$ cat src/rtl/i2c_b_pkg.sv
// Shared definitions for the D8M configuration-bus read stage.
// Holds the debug state codes (same ST code space as the pointer writer),
// the bit-phase and STOP-step encodings, the frame length per byte and a
// couple of small helpers used by the read master.
package i2c_b_pkg;

   // Base codes for the shared ST debug view. BIT occupies codes 2..5
   // (one per phase) and STOP occupies 6..8 (one per step).
   typedef enum logic [7:0] {
      ST_IDLE  = 8'd0,
      ST_START = 8'd1,
      ST_BIT   = 8'd2,
      ST_STOP  = 8'd6,
      ST_DONE  = 8'd9
   } state_t;

   // Bit phases inside ST_BIT.
   localparam logic [1:0] PH_SCL_LOW  = 2'd0;
   localparam logic [1:0] PH_SDA_SET  = 2'd1;
   localparam logic [1:0] PH_SCL_HIGH = 2'd2;
   localparam logic [1:0] PH_SAMPLE   = 2'd3;

   // STOP steps inside ST_STOP (reuses the phase counter).
   localparam logic [1:0] STOP_BOTH_LOW = 2'd0;
   localparam logic [1:0] STOP_SCL_HIGH = 2'd1;
   localparam logic [1:0] STOP_SDA_HIGH = 2'd2;

   // Eight data bits plus the acknowledge slot.
   localparam int unsigned BITS_PER_BYTE = 9;
   localparam logic [3:0]  ACK_SLOT      = 4'(BITS_PER_BYTE - 1);

   // Shift-out frame for a received byte: data bits released, then the
   // master's own acknowledge (0 = ACK, 1 = NACK on the final byte).
   function automatic logic [8:0] read_byte_frame(input logic last);
      return {8'hFF, last};
   endfunction

   // Debug code: BIT and STOP expose their phase/step in the low bits.
   function automatic logic [7:0] st_code(input state_t s, input logic [1:0] ph);
      logic [7:0] c;
      c = s;
      if (s == ST_BIT || s == ST_STOP) begin
         c = c + {6'd0, ph};
      end
      return c;
   endfunction

endpackage

$ cat src/rtl/i2c_byte_shifter_b.sv
// 9-bit frame shifter for the read master.
// Loads an outgoing frame, presents its MSB for SDA drive and shifts the
// sampled bus bit in at the LSB, so after eight shifts the low byte holds
// the received data while the MSB holds the acknowledge-slot drive.
//   clk        bit-phase tick
//   reset_n    asynchronous active-low reset
//   load       load load_value (wins over shift)
//   load_value frame to load
//   shift      shift left, sdai enters at bit 0
//   sdai       sampled bus SDA
//   value      current register contents (value[8] is the drive bit)
module i2c_byte_shifter_b (
   input  logic       clk,
   input  logic       reset_n,
   input  logic       load,
   input  logic [8:0] load_value,
   input  logic       shift,
   input  logic       sdai,
   output logic [8:0] value
);

   logic [8:0] sr;

   always_ff @(posedge clk or negedge reset_n) begin
      if (!reset_n) begin
         sr <= '1;
      end else if (load) begin
         sr <= load_value;
      end else if (shift) begin
         sr <= {sr[7:0], sdai};
      end
   end

   assign value = sr;

endmodule

$ cat src/rtl/i2c_read_data_b.sv
// I2C master read stage for the D8M configuration bus.
// After the pointer write, issues START, address with R/W=1, reads BYTES
// data bytes (ACK all but the last, NACK the last) and sends STOP. An
// address NACK retries up to MAX_TRY attempts in total.
//   PT_CK          bit-phase tick; every rising edge advances one phase
//   RESET_N        asynchronous active-low reset
//   GO             request; a 0->1 seen while idle starts a transaction
//   SLAVE_ADDRESS  8-bit write address, bit0 replaced by 1 (read)
//   SDAI           sampled bus SDA
//   SDAO / SCLO    open-drain drives (1 = release)
//   END_OK         1 = idle/done, 0 = busy
//   ACK_OK         1 = last attempt's address was ACKed
//   DATA           read data, first byte in the top byte, MSB first
//   ST             debug state code
module i2c_read_data_b
   import i2c_b_pkg::*;
#(
   parameter int unsigned BYTES   = 2,
   parameter int unsigned MAX_TRY = 3
) (
   input  logic               PT_CK,
   input  logic               RESET_N,
   input  logic               GO,
   input  logic [7:0]         SLAVE_ADDRESS,
   input  logic               SDAI,
   output logic               SDAO,
   output logic               SCLO,
   output logic               END_OK,
   output logic               ACK_OK,
   output logic [8*BYTES-1:0] DATA,
   output logic [7:0]         ST
);

   localparam logic [2:0] LAST_BYTE = 3'(BYTES);
   localparam logic [4:0] TRY_LIMIT = 5'(MAX_TRY);

   state_t             state, state_nxt;
   logic [1:0]         phase, phase_nxt;
   logic [3:0]         bit_cnt, bit_cnt_nxt;
   logic [2:0]         byte_cnt, byte_cnt_nxt;
   logic [3:0]         try_cnt, try_cnt_nxt;
   logic               retry, retry_nxt;
   logic               go_d;
   logic [8*BYTES-1:0] shadow, shadow_nxt;

   logic               sdao_nxt, sclo_nxt, end_ok_nxt, ack_ok_nxt;
   logic [8*BYTES-1:0] data_nxt;

   logic               sh_load, sh_shift;
   logic [8:0]         sh_load_value;
   logic [8:0]         sh_value;

   logic               go_rise;
   logic               byte_end;
   logic               next_is_last;
   logic               retry_more;
   logic               addr_rw_unused;

   assign go_rise        = GO & ~go_d;
   assign byte_end       = (state == ST_BIT) && (phase == PH_SAMPLE) && (bit_cnt == ACK_SLOT);
   assign next_is_last   = (byte_cnt + 3'd1) == LAST_BYTE;
   assign retry_more     = ({1'b0, try_cnt} + 5'd1) < TRY_LIMIT;
   assign addr_rw_unused = SLAVE_ADDRESS[0];

   i2c_byte_shifter_b u_shifter (
      .clk        (PT_CK),
      .reset_n    (RESET_N),
      .load       (sh_load),
      .load_value (sh_load_value),
      .shift      (sh_shift),
      .sdai       (SDAI),
      .value      (sh_value)
   );

   // State and output registers.
   always_ff @(posedge PT_CK or negedge RESET_N) begin
      if (!RESET_N) begin
         state    <= ST_IDLE;
         phase    <= '0;
         bit_cnt  <= '0;
         byte_cnt <= '0;
         try_cnt  <= '0;
         retry    <= 1'b0;
         go_d     <= 1'b0;
         shadow   <= '0;
         SDAO     <= 1'b1;
         SCLO     <= 1'b1;
         END_OK   <= 1'b1;
         ACK_OK   <= 1'b0;
         DATA     <= '0;
      end else begin
         state    <= state_nxt;
         phase    <= phase_nxt;
         bit_cnt  <= bit_cnt_nxt;
         byte_cnt <= byte_cnt_nxt;
         try_cnt  <= try_cnt_nxt;
         retry    <= retry_nxt;
         go_d     <= GO;
         shadow   <= shadow_nxt;
         SDAO     <= sdao_nxt;
         SCLO     <= sclo_nxt;
         END_OK   <= end_ok_nxt;
         ACK_OK   <= ack_ok_nxt;
         DATA     <= data_nxt;
      end
   end

   // Next-state logic: sequencing, bit/byte counters and retry bookkeeping.
   always_comb begin
      state_nxt    = state;
      phase_nxt    = phase;
      bit_cnt_nxt  = bit_cnt;
      byte_cnt_nxt = byte_cnt;
      try_cnt_nxt  = try_cnt;
      retry_nxt    = retry;
      case (state)
         ST_IDLE: begin
            if (go_rise) begin
               state_nxt   = ST_START;
               try_cnt_nxt = '0;
               retry_nxt   = 1'b0;
            end
         end
         ST_START: begin
            state_nxt    = ST_BIT;
            phase_nxt    = PH_SCL_LOW;
            bit_cnt_nxt  = '0;
            byte_cnt_nxt = '0;
            retry_nxt    = 1'b0;
         end
         ST_BIT: begin
            phase_nxt = phase + 2'd1;
            if (phase == PH_SAMPLE) begin
               if (bit_cnt == ACK_SLOT) begin
                  bit_cnt_nxt = '0;
                  if (byte_cnt == 3'd0 && SDAI) begin
                     state_nxt = ST_STOP;
                     phase_nxt = STOP_BOTH_LOW;
                     retry_nxt = 1'b1;
                  end else if (byte_cnt == LAST_BYTE) begin
                     state_nxt = ST_STOP;
                     phase_nxt = STOP_BOTH_LOW;
                  end else begin
                     byte_cnt_nxt = byte_cnt + 3'd1;
                  end
               end else begin
                  bit_cnt_nxt = bit_cnt + 4'd1;
               end
            end
         end
         ST_STOP: begin
            phase_nxt = phase + 2'd1;
            if (phase == STOP_SDA_HIGH) begin
               state_nxt = ST_DONE;
               phase_nxt = '0;
               // retry stays set only when another attempt follows; DONE
               // then doubles as the one idle bus phase before re-START.
               if (retry && retry_more) begin
                  try_cnt_nxt = try_cnt + 4'd1;
               end else begin
                  retry_nxt = 1'b0;
               end
            end
         end
         ST_DONE: begin
            state_nxt    = retry ? ST_START : ST_IDLE;
            phase_nxt    = '0;
            bit_cnt_nxt  = '0;
            byte_cnt_nxt = '0;
         end
         default: begin
            state_nxt = ST_IDLE;
            phase_nxt = '0;
         end
      endcase
   end

   // Output logic: bus drives, handshake, shifter control and data capture.
   always_comb begin
      sdao_nxt      = SDAO;
      sclo_nxt      = SCLO;
      end_ok_nxt    = END_OK;
      ack_ok_nxt    = ACK_OK;
      data_nxt      = DATA;
      shadow_nxt    = shadow;
      sh_load       = 1'b0;
      sh_shift      = 1'b0;
      sh_load_value = read_byte_frame(next_is_last);
      case (state)
         ST_IDLE: begin
            sdao_nxt = 1'b1;
            sclo_nxt = 1'b1;
            if (go_rise) begin
               end_ok_nxt    = 1'b0;
               sh_load       = 1'b1;
               sh_load_value = {SLAVE_ADDRESS[7:1], 2'b11};
            end
         end
         ST_START: begin
            sdao_nxt = 1'b0;
         end
         ST_BIT: begin
            case (phase)
               PH_SCL_LOW:  sclo_nxt = 1'b0;
               PH_SDA_SET:  sdao_nxt = sh_value[8];
               PH_SCL_HIGH: sclo_nxt = 1'b1;
               default: begin
                  sh_shift = 1'b1;
                  if (byte_end) begin
                     if (byte_cnt == 3'd0) begin
                        ack_ok_nxt = ~SDAI;
                        sh_load    = ~SDAI;
                     end else begin
                        // Low byte of the shifter holds the eight received bits.
                        for (int unsigned i = 0; i < BYTES; i++) begin
                           if (byte_cnt == 3'(i + 1)) begin
                              shadow_nxt[8*(BYTES-1-i) +: 8] = sh_value[7:0];
                           end
                        end
                        sh_load = (byte_cnt != LAST_BYTE);
                     end
                  end
               end
            endcase
         end
         ST_STOP: begin
            case (phase)
               STOP_BOTH_LOW: begin
                  sdao_nxt = 1'b0;
                  sclo_nxt = 1'b0;
               end
               STOP_SCL_HIGH: sclo_nxt = 1'b1;
               default: begin
                  sdao_nxt = 1'b1;
                  sclo_nxt = 1'b1;
                  if (!(retry && retry_more)) begin
                     end_ok_nxt = 1'b1;
                  end
                  if (!retry) begin
                     data_nxt = shadow;
                  end
               end
            endcase
         end
         default: begin
         end
      endcase
   end

   assign ST = st_code(state, phase);

endmodule

$ cat config.mk
export PLATFORM = sky130hd
export DESIGN_NAME = i2c_read_data_b
export DESIGN_NICKNAME = d
export VERILOG_FILES = /design/src/rtl/i2c_b_pkg.sv /design/src/rtl/i2c_byte_shifter_b.sv /design/src/rtl/i2c_read_data_b.sv
export SDC_FILE = /design/constraint.sdc
export NUM_CORES = 1
export LEC_CHECK = 0
export BUFFER_PORTS_ARGS = -buffer_cell sky130_fd_sc_hd__buf_2
export CORE_MARGIN = 2
export CORE_UTILIZATION = 63
export CTS_CLUSTER_SIZE = 12
export DETAILED_ROUTE_END_ITERATION = 8
export PLACE_DENSITY = 0.95
export SKIP_CTS_REPAIR_TIMING = 1
export SLEW_MARGIN = 10
export SYNTH_ARGS = -nofsm -noshare
export SYNTH_HDL_FRONTEND = slang
export SYNTH_HIERARCHICAL = 1
export SYNTH_SLANG_ARGS = --single-unit
export TNS_END_PERCENT = 1
$ cat constraint.sdc
create_clock -name PT_CK -period 2.9 [get_ports PT_CK]
set_clock_uncertainty 0.1 [all_clocks]
set_input_delay 0.58 -clock PT_CK [delete_from_list [all_inputs] [get_ports PT_CK]]
set_output_delay 0.58 -clock PT_CK [all_outputs]
set_load 0.01 [all_outputs]
After elaboration in Yosys (flattened, before gate mapping)
Cells that the tools add are included.
{ "totals": {"ff_bits": 68, "inputBits": 12, "output_inout_bits": 28, "word_cells": 137} }
{ "classes": {"addsub": 6, "order_cmp": 1, "eq_ne": 26, "mux": 54, "bitwise": 7, "n_reduce_logical": 28} }
{ "ops": {"columns": ["operator", "n"], "rows": [
  ["two-way mux 8 bit", 7],
  ["one-hot mux 8 bit (5 select lines)", 1],
  ["two-way mux 9 bit", 4],
  ["inequality test 2 bit, second input constant", 11],
  ["two-way mux 4 bit", 5],
  ["AND reduction 5 bit", 4],
  ["two-way mux 1 bit", 17],
  ["one-hot mux 4 bit (2 select lines)", 2],
  ["two-way mux 3 bit", 4],
  ["AND reduction 4 bit", 3],
  ["two-way mux 2 bit", 5],
  ["adder 4 x 1 -> 4 bit, second input constant", 2],
  ["adder 8 x 2 -> 8 bit", 1],
  ["== test 8 x 1 -> 1 bit, second input constant", 1],
  ["== test 8 x 2 -> 1 bit, second input constant", 1],
  ["== test 8 x 3 -> 1 bit, second input constant", 1],
  ["== test 8 x 4 -> 1 bit, second input constant", 1],
  ["zero test 8 bit", 1],
  ["one-hot mux 1 bit (2 select lines)", 4],
  ["one-hot mux 1 bit (4 select lines)", 2],
  ["AND reduction 7 bit", 1],
  ["== test 3 x 2 -> 1 bit, second input constant", 2],
  ["inequality test 3 x 2 -> 1 bit, second input constant", 2],
  ["inverter 1 bit", 6],
  ["other kinds (25)", 34]
]} }

Longest topological paths before layout
Gate-level depths: netlist of run 1.
{ "depth": {"depth_word": 7, "ltp_mapped": 10} }

Cells and area by module
The synthesis of run 1 kept the hierarchy.
{ "modules_own_cells": {"columns": ["mod", "instances", "cells_per_inst", "area_each_um2"], "rows": [
  ["i2c_read_data_b", 1, 257, 2925.3],
  ["i2c_byte_shifter_b", 1, 39, 442.9]
]} }

Least setup slack after synthesis of run 1
OpenSTA, ideal clock, no wires.
{ "synth_timing": {"path_kind": "flip-flop to output port", "startpoint": "reg state[1]", "endpoint": "out ST[2]", "arrival_ps": 1454, "t_required_ps": 2220, "setup_slack_ps": 766, "stages_incl_launch_ff": 6, "n_path_buf": 1, "path_cell_list": "dfrtp_1 > buf_2 > inv_1 > fa_1 > nand3b_1 > xnor2_1"} }
{ "synth_via": {"elab_chain_cells": 3} }
{ "synth_lines": {"columns": ["item", "line_no", "rtl"], "rows": [
  ["start: declaration", "i2c_read_data_b.sv:37", "state_t state, state_nxt;"],
  ["start signal: assignment", "i2c_read_data_b.sv:92", "state <= state_nxt;"],
  ["parallel branches: the longest is 2 deep, another holds adder 8 x 2 -> 8 bit", null, null],
  ["two-way mux 8 bit *", "i2c_b_pkg.sv:42", "if (s == ST_BIT || s == ST_STOP) begin"],
  ["end: declaration", "i2c_read_data_b.sv:31", "output logic [7:0] ST"]
]} }
Mark *: on every way between the ends.

Worst setup path in the final report of run 1
{ "layout_timing": {"startpoint": "reg state[0]", "endpoint": "out ST[2]"} }
The elaborated chain is that of the path after synthesis.

==> results of run 1 <==
-- worst register-to-register path, cell delays in order, from the launching register on --
cell,delay (ns)
dfrtp_1,0.74
nand4bb_2,0.42
nor4_4,0.25
buf_4,0.29
mux2_2,0.41
-- metrics by stage --
stage	hold WS [ns]	cells	power (uW)	worst slack [ns]
2_1_floorplan	0.184	299	1940	0.766
3_3_place_gp	0.362	393	2100	0.503
3_5_place_dp	0.372	393	2150	0.489
4_1_cts	0.238	409	2950	0.176
5_1_grt	0.238	409	3130	0.105
6_report	0.244	409	2960	0.232
-- flip-flops by register name (all words and copies together) (netlist names), 2 cells and up --
register / cells
phase: 2
bit_cnt: 4
state: 4
u_shifter/value: 9
try_cnt: 4
shadow: 16
DATA: 16
byte_cnt: 3
-- cells in the mapped netlist, types with 2 or more instances --
| library cell | number |
|---|---|
| dfrtp_1 | 52 |
| mux2_2 | 28 |
| nand2_1 | 28 |
| nor2_1 | 19 |
| ha_1 | 15 |
| mux2i_1 | 15 |
| a21oi_1 | 14 |
| dfstp_2 | 12 |
| inv_1 | 12 |
| o21ai_0 | 8 |
| o21ai_1 | 7 |
| or2_2 | 7 |
| mux2_1 | 6 |
| buf_4 | 5 |
| buf_6 | 5 |
| nand3_1 | 5 |
| nand3b_1 | 5 |
| nor3_1 | 5 |
| nor2b_1 | 3 |
| a21boi_0 | 2 |
| clkbuf_1 | 2 |
| clkbuf_8 | 2 |
| conb_1 | 2 |
| nand2b_1 | 2 |
| nand3_2 | 2 |
| o21ai_2 | 2 |
| o21bai_1 | 2 |
-- worst max-delay path by stage --
stage / endpoint / slack, ns / startpoint / cells past startpoint
after floorplan: ST[2] / 0.77 / state[1]$_DFFE_PN0P_ / 5
after global placement: DATA[2]$_DFFE_PN0P_ / 0.50 / state[2]$_DFFE_PN0P_ / 4
after detailed placement: DATA[13]$_DFFE_PN0P_ / 0.49 / state[2]$_DFFE_PN0P_ / 4
after CTS: ST[3] / 0.18 / state[2]$_DFFE_PN0P_ / 3
after global routing: ST[2] / 0.10 / state[0]$_DFFE_PN0P_ / 6
final: ST[2] / 0.23 / state[0]$_DFFE_PN0P_ / 6
-- cell families (layout without fill, tap and decap cells) --
family | Yosys count | in the layout | synth area share, %
DFF | 64 | 64 | 48.0
muxes | 50 | 50 | 16.3
xor gates and xnor gates | 1 | 1 | 0.260
AOI/OAI and AO/OA | 46 | 46 | 8.51
and+or+nand+nor | 90 | 90 | 15.3
buffers and inverters | 27 | 67 | 5.31
adders and majority gates | 16 | 16 | 6.17
other | 2 | 5 | 0.223
-- cell type report --
cell class | instances | area share [%]
repair buffers | 39 | 5.55
inverters | 12 | 1.20
clock inverters | 5 | 1.50
clock buffers | 11 | 3.78
flip-flops and latches | 64 | 43.2
well taps | 70 | 2.34
multi-input cells | 208 | 42.4
-- power by group through the flow --
stage / registers (uW) / clock network, uW / logic [uW]
4_1_cts: 1240 / 782 / 925
2_1_floorplan: 1200 / 0 / 741
3_5_place_dp: 1260 / 0 / 899
5_1_grt: 1270 / 823 / 1030
3_3_place_gp: 1250 / 0 / 850
6_report: 1250 / 778 / 937
-- layout by cell type (no fill, tap or decap), types with 3 or more instances in the layout --
cell type | synthesis | layout
a21oi_1 | 14 | 14
buf_2 | 1 | 34
buf_4 | 5 | 5
clkbuf_8 | 2 | 10
conb_1 | 2 | 5
dfrtp_1 | 52 | 52
dfstp_2 | 12 | 12
ha_1 | 15 | 15
inv_1 | 12 | 12
mux2_1 | 6 | 6
mux2_2 | 28 | 28
mux2i_1 | 15 | 15
nand2_1 | 28 | 28
nand3_1 | 5 | 5
nand3b_1 | 5 | 5
nor2_1 | 19 | 19
nor2b_1 | 3 | 3
nor3_1 | 5 | 5
o21ai_0 | 8 | 7
o21ai_1 | 7 | 8
or2_2 | 7 | 7
-- routing by layer --
metal,track usage (%),wire [um],vias up
li1,-,-,1108
met1,31.7,2820,1164
met2,38.8,3270,100
met3,6.24,413,18
met4,13.9,217,0
met5,0,0,-
==> results.txt, run 1 <==
----------------------------------------------------
[Floorplan]
  Core area ... 5140 um^2
  Full die area ... ~5900 um^2
  Standard-cell rows ... 26
  Die Width ... between 70 and 80 um
  Top Ports ... 40
  Die height ... a little under 80 um
  Effective utilization at floorplan ... between 60% and 70%

[Min path]
  Hold-critical path depth ... 1
  Endpoint with the worst hold slack ... go_d$_DFF_PN0_
  Hold Path Class ... in2reg
  Hold path startpoint ... GO

[Setup path]
  Critical path fanouts, max ... 10
  Register-to-register path setup slack ... a little under 0.6 ns
  Cell Chain, Critical Path ... ha_1, inv_1, fa_1, nand3b_1, xnor2_1, buf_2
  Number of cells on the worst reg-to-reg path ... 4
  Family with the most delay on the worst path ... adder cells
  End of the worst register-to-register path ... DATA[12]$_DFFE_PN0P_
  Maximum cell stage delay along the critical path ... between 0.5 and 0.6 ns
  Critical path buffers and inverters ... 2
  Category of the worst setup path launch point ... flip-flop
  FF-to-FF Start ... state[2]$_DFFE_PN0P_
  Arr. time, crit path ... between 1.5 and 2 ns
  Critical path capture point type ... primary output
  Setup Crit Path Kind ... reg2out
  Highest-delay cell along the critical path ... dfrtp_1
  Required time reported for the critical path endpoint ... between 2 and 2.5 ns

[Logic synthesis]
  Post-synthesis register bit count ... 64
  Fraction of registers with async set/reset ... between 90% and 100%
  Yosys synthesis warning count ... 6
  Synth area leaders ... dfrtp_1 39%, dfstp_2 9.4%, mux2_2 9.4%
  Post-synthesis cell area ... 3370 um^2
  Average cell area after synthesis ... 11.4 um^2
  Count of unique library cells instantiated by Yosys ... 56
  Leading register cell type out of synthesis ... dfrtp_1
  Number of synthesized flops with an enable pin ... 0
  Library cell with the largest summed area after synthesis ... dfrtp_1
  Share of the yosys chip area belonging to registers ... between 40% and 50%
  Fraction of post-synthesis cell area in the top cell type by area ... about two fifths
  Synthesized netlist cell count ... 296

[Drt]
  Average wire per standard cell ... approximately 16 um
  Detailed-route via count ... 2390
  Via-to-Cell Ratio ... 5.84
  Remaining DRCs ... 0
  Number of nets with antenna violations after detailed routing ... 0
  Router iterations before antenna repair ... 4
  Total Wirelength ... 6.71 mm
  Initial drt markers ... approximately 230

[Place]
  Total half-perimeter wirelength after legalization and detailed placement ... between 4 and 5 mm
  Gpl congestion ... roughly 0.85
  Number of port buffers ... 34
  Instance area at placement ... roughly 3500 um^2

[Final layout]
  Layout cells sized above 1 ... about a third
  Area overhead of the layout relative to synthesis ... 11.1%
  FF+latch area ... approximately 1600 um^2
  Utilization of the core after routing ... between 70% and 80%
  Total inserted antenna cells ... 0
  # nets final ... approximately 360
  Filler instances ... 333
  Area of the multi-input gates ... 1590 um^2
  Final Instance Area ... 3740 um^2

[CTS]
  Worst skew pair latency ... 0.36 ns
  Number of buffers on the longest clock path ... 2
  H-tree level count ... 3
  Clk pin slew, worst setup/hold paths ... about 0.070 ns
  TritonCTS clock tree ... done
  Root buf cell ... clkbuf_8
  Cts bufs inserted ... 9
  Number of clock sinks seen by CTS ... 64

[Timing]
  Share of the cycle needed by the critical path after routing ... between 90 and 100%
  Max_slew headroom ... between 40% and 50%
  Final setup fails ... 0
  Number of max-slew violations in the final report ... 0
  Time the worst path needs with I/O delays and setup ... between 2 and 3 ns
  Count of final hold-check violations ... 0
  Fmax ... ~370 MHz
  Final total negative setup slack ... 0 ns
  RSZ-0062 raised after global routing ... false
  Worst Tran Pin Value ... roughly 0.78 ns

[Power and ir drop]
  Share of total power in the clock network ... approximately a quarter
  Worst-case vdd ir drop ... between 0.0005 and 0.0006 V
  Total internal power ... about 1900 uW
  Register share of total power ... 42.1%
  Switching share of power ... 36.1%
  PD cells ... 792 nW/um^2
  Combinational share of power ... between 30% and 40%
  Total net switching power ... approximately 1100 uW
  Leak pwr ... roughly 0.0018 uW

[Global route]
  Wire length of the first global-routing pass ... about 11 mm
  Overall overflow remaining after global route ... 0
  Largest net degree at the start of global routing ... 65
  Tot GR Track Use ... 24.9%
  Number of global-route vias before repair ... ~2400
  Initial antenna violation count ... 0

[Flow run]
  Number of violations of the max-capacitance limit ... 0

[Outcome]
  Status ... complete, no violations

----------------------------------------------------
(Power assumes the default switching activity.)
==> run 2, diff against run 1 <==
==> constraint.sdc (replaced) <==
create_clock -name PT_CK -period 3.25 [get_ports PT_CK]
set_clock_uncertainty 0.1 [all_clocks]
set_input_delay 0.65 -clock PT_CK [delete_from_list [all_inputs] [get_ports PT_CK]]
set_output_delay 0.65 -clock PT_CK [all_outputs]
set_load 0.01 [all_outputs]
==> run 2 against run 1 <==
Net effect:
- first-iteration DRC count is 6.6% higher
- cell count stayed put
- non-clock buffer count stayed put
- routed wire length is 8.1% higher
- sequential share of layout area is 0.072 points higher
- worst setup slack better by 0.24 ns
- utilization is 0.12 points lower
- combinational power is 13% lower
- clock power is 12% lower
==> results.txt, run 2 (same netlist as run 1, synthesis figures left out) <==
----------------------------------------------------
[Outcome]
  Status ... complete, no violations

[Power and ir drop]
  Switching share of power ... 36.8% (+0.70 points)
  Total net switching power ... 967 uW (-9.5%)
  Leak pwr ... 0.00181 uW (-0.28%)
  Combinational share of power ... 31.0% (-0.6 points)
  PD cells ... 704 nW/um^2 (-11%)
  Register share of total power ... 43.1% (+1.0 points)
  Worst-case vdd ir drop ... 0.000496 V (-0.93%)
  Total internal power ... 1660 uW (-12%)
  Share of total power in the clock network ... 25.9% (-0.3 points)

[Min path]
  Hold path startpoint ... GO
  Endpoint with the worst hold slack ... go_d$_DFF_PN0_
  Hold Path Class ... in2reg
  Hold-critical path depth ... 1 (unchanged)

[CTS]
  Number of clock sinks seen by CTS ... 64 (unchanged)
  H-tree level count ... 3 (unchanged)
  Cts bufs inserted ... 9 (unchanged)
  Root buf cell ... clkbuf_8
  Number of buffers on the longest clock path ... 2 (unchanged)
  Worst skew pair latency ... 0.35 ns (about the same)
  Clk pin slew, worst setup/hold paths ... 0.07 ns (about the same)
  TritonCTS clock tree ... done

[Timing]
  Time the worst path needs with I/O delays and setup ... approximately 2.8 ns
  Final setup fails ... 0 (unchanged)
  Worst-case setup margin in the final layout ... 0.472 ns (+0.240 ns)
  RSZ-0062 raised after global routing ... false
  Max_slew headroom ... 48.2% (+0.14 points)
  Number of max-slew violations in the final report ... 0 (unchanged)
  Share of the cycle needed by the critical path after routing ... 85.5%
  Fmax ... ~360 MHz
  Final total negative setup slack ... 0 ns (unchanged)
  Count of final hold-check violations ... 0 (unchanged)
  Worst Tran Pin Value ... 0.776 ns (-0.00204 ns)

[Setup path]
  Highest-delay cell along the critical path ... dfrtp_1
  Critical path capture point type ... primary output
  Cell Chain, Critical Path ... inv_1, fa_1, nand3b_1, xnor2_1, buf_2
  Register-to-register path setup slack ... 0.92 ns (+0.34 ns)
  Setup Crit Path Kind ... reg2out
  Critical path buffers and inverters ... 2 (unchanged)
  Maximum cell stage delay along the critical path ... 0.59 ns (+0.04 ns)
  End of the worst register-to-register path ... u_shifter/value[1]$_DFFE_PN1P_
  Number of cells on the worst reg-to-reg path ... 5 (+1)
  Critical path fanouts, max ... 13 (+3)
  Family with the most delay on the worst path ... flip-flops
  Required time reported for the critical path endpoint ... 2.50 ns (+0.28 ns)
  FF-to-FF Start ... state[2]$_DFFE_PN0P_
  Category of the worst setup path launch point ... flip-flop
  Arr. time, crit path ... 2.03 ns (+0.04 ns)

[Drt]
  Detailed-route via count ... 2396 (+0.25%)
  Initial drt markers ... 241 (+6.6%)
  Via-to-Cell Ratio ... 5.86 (+0.25%)
  Total Wirelength ... 7.25 mm (+8.1%)
  Remaining DRCs ... 0 (unchanged)
  Router iterations before antenna repair ... 5 (+1)
  Number of nets with antenna violations after detailed routing ... 0 (unchanged)
  Average wire per standard cell ... 17.7 um (+8.1%)

[Final layout]
  Area overhead of the layout relative to synthesis ... 11.0%
  Total inserted antenna cells ... 0 (unchanged)
  Most frequent standard cell in the layout excluding fill and tap cells ... dfrtp_1
  Layout cells sized above 1 ... 34.8% (unchanged)
  Filler instances ... 338 (+1.5%)
  Highest-count cells in the layout ignoring fill and taps ... 52 x dfrtp_1, 34 x buf_2, 28 x nand2_1, 28 x mux2_2, 19 x nor2_1
  # nets final ... 362 (unchanged)

[Place]
  Gpl congestion ... 0.857 (+0.83%)
  Dpl ws ... 0.846 ns (+0.357 ns)
  Total half-perimeter wirelength after legalization and detailed placement ... 4.58 mm (+7.0%)
  Number of port buffers ... 34 (unchanged)

[Global route]
  Overall overflow remaining after global route ... 0 (unchanged)
  Number of global-route vias before repair ... 2406 (+2.0%)
  Tot GR Track Use ... 25.9% (+1.0 points)
  Wire length of the first global-routing pass ... 11.9 mm (+4.5%)
  Largest net degree at the start of global routing ... 65 (unchanged)
  Initial antenna violation count ... 0 (unchanged)

[Floorplan]
  Core area ... 5140 um^2 (unchanged)
  Standard-cell rows ... 26 (unchanged)
  Die height ... 77.1 um (unchanged)
  Top Ports ... 40 (unchanged)
  Effective utilization at floorplan ... 65.5% (unchanged)
  Die Width ... 77.1 um (unchanged)
  Full die area ... 5950 um^2 (unchanged)

[Flow run]
  Number of violations of the max-capacitance limit ... 0 (unchanged)

----------------------------------------------------
==> run 2: power groups by stage <==
stage	clock, uW	sequential, uW	combinational (uW)
floorplan	0	1070	662
global placement	0	1130	738
detailed placement	0	1140	779
CTS	689	1130	809
global route	729	1150	901
finish	682	1130	815
==> run 2: worst max path at each step <==
stage,cells past startpoint,from,endpoint
6_report,5,state[1]$_DFFE_PN0P_,ST[2]
5_1_grt,5,state[1]$_DFFE_PN0P_,ST[2]
4_1_cts,5,state[1]$_DFFE_PN0P_,ST[2]
3_5_place_dp,5,state[1]$_DFFE_PN0P_,ST[2]
3_3_place_gp,5,state[1]$_DFFE_PN0P_,ST[2]
2_1_floorplan,5,state[1]$_DFFE_PN0P_,ST[2]
==> run 2: per-layer routing <==
metal,vias to the layer above,share of wire (%),GRT usage (%)
li1,1102,-,-
met4,0,2.7,12.1
met5,-,0,0
met1,1188,41,31.1
met2,85,52,44.4
met3,21,4.6,5.53
==> run 2: final cells by class <==
type,count,area [um^2],share of cell area (%)
Sequential cell,64,1620,43.3
Tap cell,70,87.6,2.34
Clock inverter,7,72.6,1.94
Multi-Input combinational cell,208,1580,42.4
Clock buffer,9,124,3.31
Inverter,12,45.0,1.21
Timing Repair Buffer,39,208,5.56
==> run 2: stage by stage <==
step,hold slack (ns),instance area [um^2],utilization (%),std cells,total power [uW]
after floorplan,0.254,3380,-,299,1730
after global placement,0.362,3540,68.9,393,1870
after detailed placement,0.370,3540,68.9,393,1920
after CTS,0.313,3740,72.7,409,2620
after global routing,0.316,3740,72.7,409,2780
final,0.324,3740,72.7,409,2630
==> run 3, diff against run 2 <==
--- a/config.mk
+++ b/config.mk
@@ -11,6 +11,7 @@
 export CTS_CLUSTER_SIZE = 12
 export DETAILED_ROUTE_END_ITERATION = 8
 export PLACE_DENSITY = 0.95
+export RECOVER_POWER = 50
 export SKIP_CTS_REPAIR_TIMING = 1
 export SLEW_MARGIN = 10
 export SYNTH_ARGS = -nofsm -noshare
==> run 3 against run 2 <==
Net effect:
- the flow now finishes with violations (max-capacitance violations, max-slew violations)
- first-iteration DRC count unchanged
- total power about the same
- sequential cell count unchanged
- count of clock-buffer cells in the layout unchanged
- worst hold slack about the same
- clock power about the same
- sequential share of layout area up 0.16 points
- fmax about the same
- non-clock buffer count unchanged
- utilization down 0.27 points
- global-route usage unchanged
- worst setup slack worse by 0.00070 ns
- critical path type unchanged
==> results.txt, run 3 (same netlist as run 1, synthesis figures left out) <==
----------------------------------------------------
[Power and ir drop]
  PD cells ... 706 nW/um^2 (+0.37%)
  Worst-case vdd ir drop ... 0.000496 V (about the same)
  Leak pwr ... 0.00177 uW (-2.2%)

[Min path]
  Hold Path Class ... in2reg
  Hold path startpoint ... GO

[Global route]
  Number of global-route vias before repair ... 2406 (unchanged)
  Largest net degree at the start of global routing ... 65 (unchanged)
  Initial antenna violation count ... 0 (unchanged)
  Wire length of the first global-routing pass ... 11.9 mm (unchanged)
  Tot GR Track Use ... 25.9% (unchanged)
  Overall overflow remaining after global route ... 0 (unchanged)

[CTS]
  Worst skew pair latency ... 0.35 ns (about the same)
  Root buf cell ... clkbuf_8
  H-tree level count ... 3 (unchanged)
  TritonCTS clock tree ... done
  Clk pin slew, worst setup/hold paths ... 0.07 ns (about the same)
  Number of clock sinks seen by CTS ... 64 (unchanged)
  Cts bufs inserted ... 9 (unchanged)
  Number of buffers on the longest clock path ... 2 (unchanged)

[Floorplan]
  Die height ... 77.1 um (unchanged)
  Standard-cell rows ... 26 (unchanged)
  Core area ... 5140 um^2 (unchanged)
  Top Ports ... 40 (unchanged)
  Die Width ... 77.1 um (unchanged)
  Full die area ... 5950 um^2 (unchanged)
  Effective utilization at floorplan ... 65.5% (unchanged)

[Setup path]
  Cell Chain, Critical Path ... inv_1, fa_1, nand3b_1, xnor2_1, buf_2
  CP startpoint ... state[1]$_DFFE_PN0P_
  Highest-delay cell along the critical path ... dfrtp_1
  Arr. time, crit path ... 2.03 ns (about the same)
  Maximum cell stage delay along the critical path ... 0.60 ns (about the same)
  FF-to-FF Start ... state[2]$_DFFE_PN0P_
  Critical path buffers and inverters ... 2 (unchanged)
  Category of the worst setup path launch point ... flip-flop
  Required time reported for the critical path endpoint ... 2.50 ns (about the same)
  Critical path capture point type ... primary output
  Setup Crit Path Kind ... reg2out
  Family with the most delay on the worst path ... flip-flops
  Critical path fanouts, max ... 13 (unchanged)

[Drt]
  Detailed-route via count ... 2389 (-0.29%)
  Number of nets with antenna violations after detailed routing ... 0 (unchanged)
  Initial drt markers ... 241 (unchanged)
  Total Wirelength ... 7.27 mm (+0.18%)
  Router iterations before antenna repair ... 4 (-1)
  Average wire per standard cell ... 17.8 um (+0.18%)
  Via-to-Cell Ratio ... 5.84 (-0.29%)
  Remaining DRCs ... 0 (unchanged)

[Timing]
  Number of max-slew violations in the final report ... 65 (+65)
  Fmax ... 360 MHz (about the same)
  Time the worst path needs with I/O delays and setup ... 2.78 ns (+0.000699 ns)
  Share of the cycle needed by the critical path after routing ... 85.5% (about the same)
  Worst Tran Pin Value ... 1.53 ns (+0.754 ns)
  RSZ-0062 raised after global routing ... false
  Final total negative setup slack ... 0 ns (unchanged)
  Max_slew headroom ... -2.01% (-50 points)
  Count of final hold-check violations ... 0 (unchanged)
  Final setup fails ... 0 (unchanged)

[Place]
  Gpl congestion ... 0.857 (unchanged)
  Placed Instances ... 393 (unchanged)
  Number of port buffers ... 34 (unchanged)
  Total half-perimeter wirelength after legalization and detailed placement ... 4.58 mm (unchanged)

[Final layout]
  Highest-count cells in the layout ignoring fill and taps ... 52 x dfrtp_1, 28 x nand2_1, 28 x mux2_2, 25 x buf_2, 19 x nor2_1
  Most frequent standard cell in the layout excluding fill and tap cells ... dfrtp_1
  Area of the multi-input gates ... 1580 um^2 (unchanged)
  # nets final ... 362 (unchanged)
  FF+latch area ... 1620 um^2 (unchanged)
  Number of cells in the finished layout apart from fillers ... 409 (unchanged)
  Filler instances ... 343 (+1.5%)
  Area overhead of the layout relative to synthesis ... 10.5%
  Layout cells sized above 1 ... 32.2% (-2.7 points)
  Total inserted antenna cells ... 0 (unchanged)

[Outcome]
  Violated checks ... max-capacitance violations, max-slew violations
  Status ... complete, but fails checks

[Flow run]
  Number of violations of the max-capacitance limit ... 1 (+1)

----------------------------------------------------
run 3: through the flow:
stage	util (%)	setup WS [ns]	instance area (um^2)	hold WS (ns)	power, uW
2_1_floorplan	-	1.05	3380	0.254	1730
3_3_place_gp	68.9	0.902	3540	0.362	1870
3_5_place_dp	68.9	0.846	3540	0.370	1920
4_1_cts	72.7	0.475	3740	0.313	2620
5_1_grt	72.4	0.352	3720	0.316	2780
6_report	72.4	0.471	3720	0.324	2630
run 3: final timing paths:
kind                       slack, ns                              to  cells after the start
max                             0.47                           ST[2]                      5
max in group asynchronous       1.48           shadow[9]$_DFFE_PN0P_                      2
min in group asynchronous       0.66             DATA[5]$_DFFE_PN0P_                      2
max reg2reg                     0.92  u_shifter/value[1]$_DFFE_PN1P_                      5
min reg2reg                     0.38              END_OK$_DFFE_PN1P_                      2
min                             0.32                  go_d$_DFF_PN0_                      1
run 3: routing by layer:
layer  part of all wire (%)  up-vias  track usage, %  wire length, um
met3                    4.7       19            5.53              338
li1                       -     1102               -                -
met2                     52       85            44.4             3770
met1                     41     1183            31.1             2970
met4                    2.6        0            12.1              189
met5                      0        -               0                0
run 3: worst register-to-register path, cell delays in order, from the launching register on:
cell	delay, ns
dfrtp_1	0.60
nor4b_4	0.50
nand2_1	0.19
inv_1	0.45
mux2i_1	0.30
o21ai_1	0.12
run 3: where the power goes:
part           internal, uW  total (uW)  switching, uW
Sequential              965        1130            168
Combinational           344         815            471
Clock                   353         682            329
Total                  1660        2630            968
run 3: final cells by class:
type	count	area share, %
Timing Repair Buffer	39	5.21
Tap cell	70	2.35
Clock buffer	9	3.33
Clock inverter	7	1.95
Multi-Input combinational cell	208	42.5
Inverter	12	1.21
Sequential cell	64	43.4
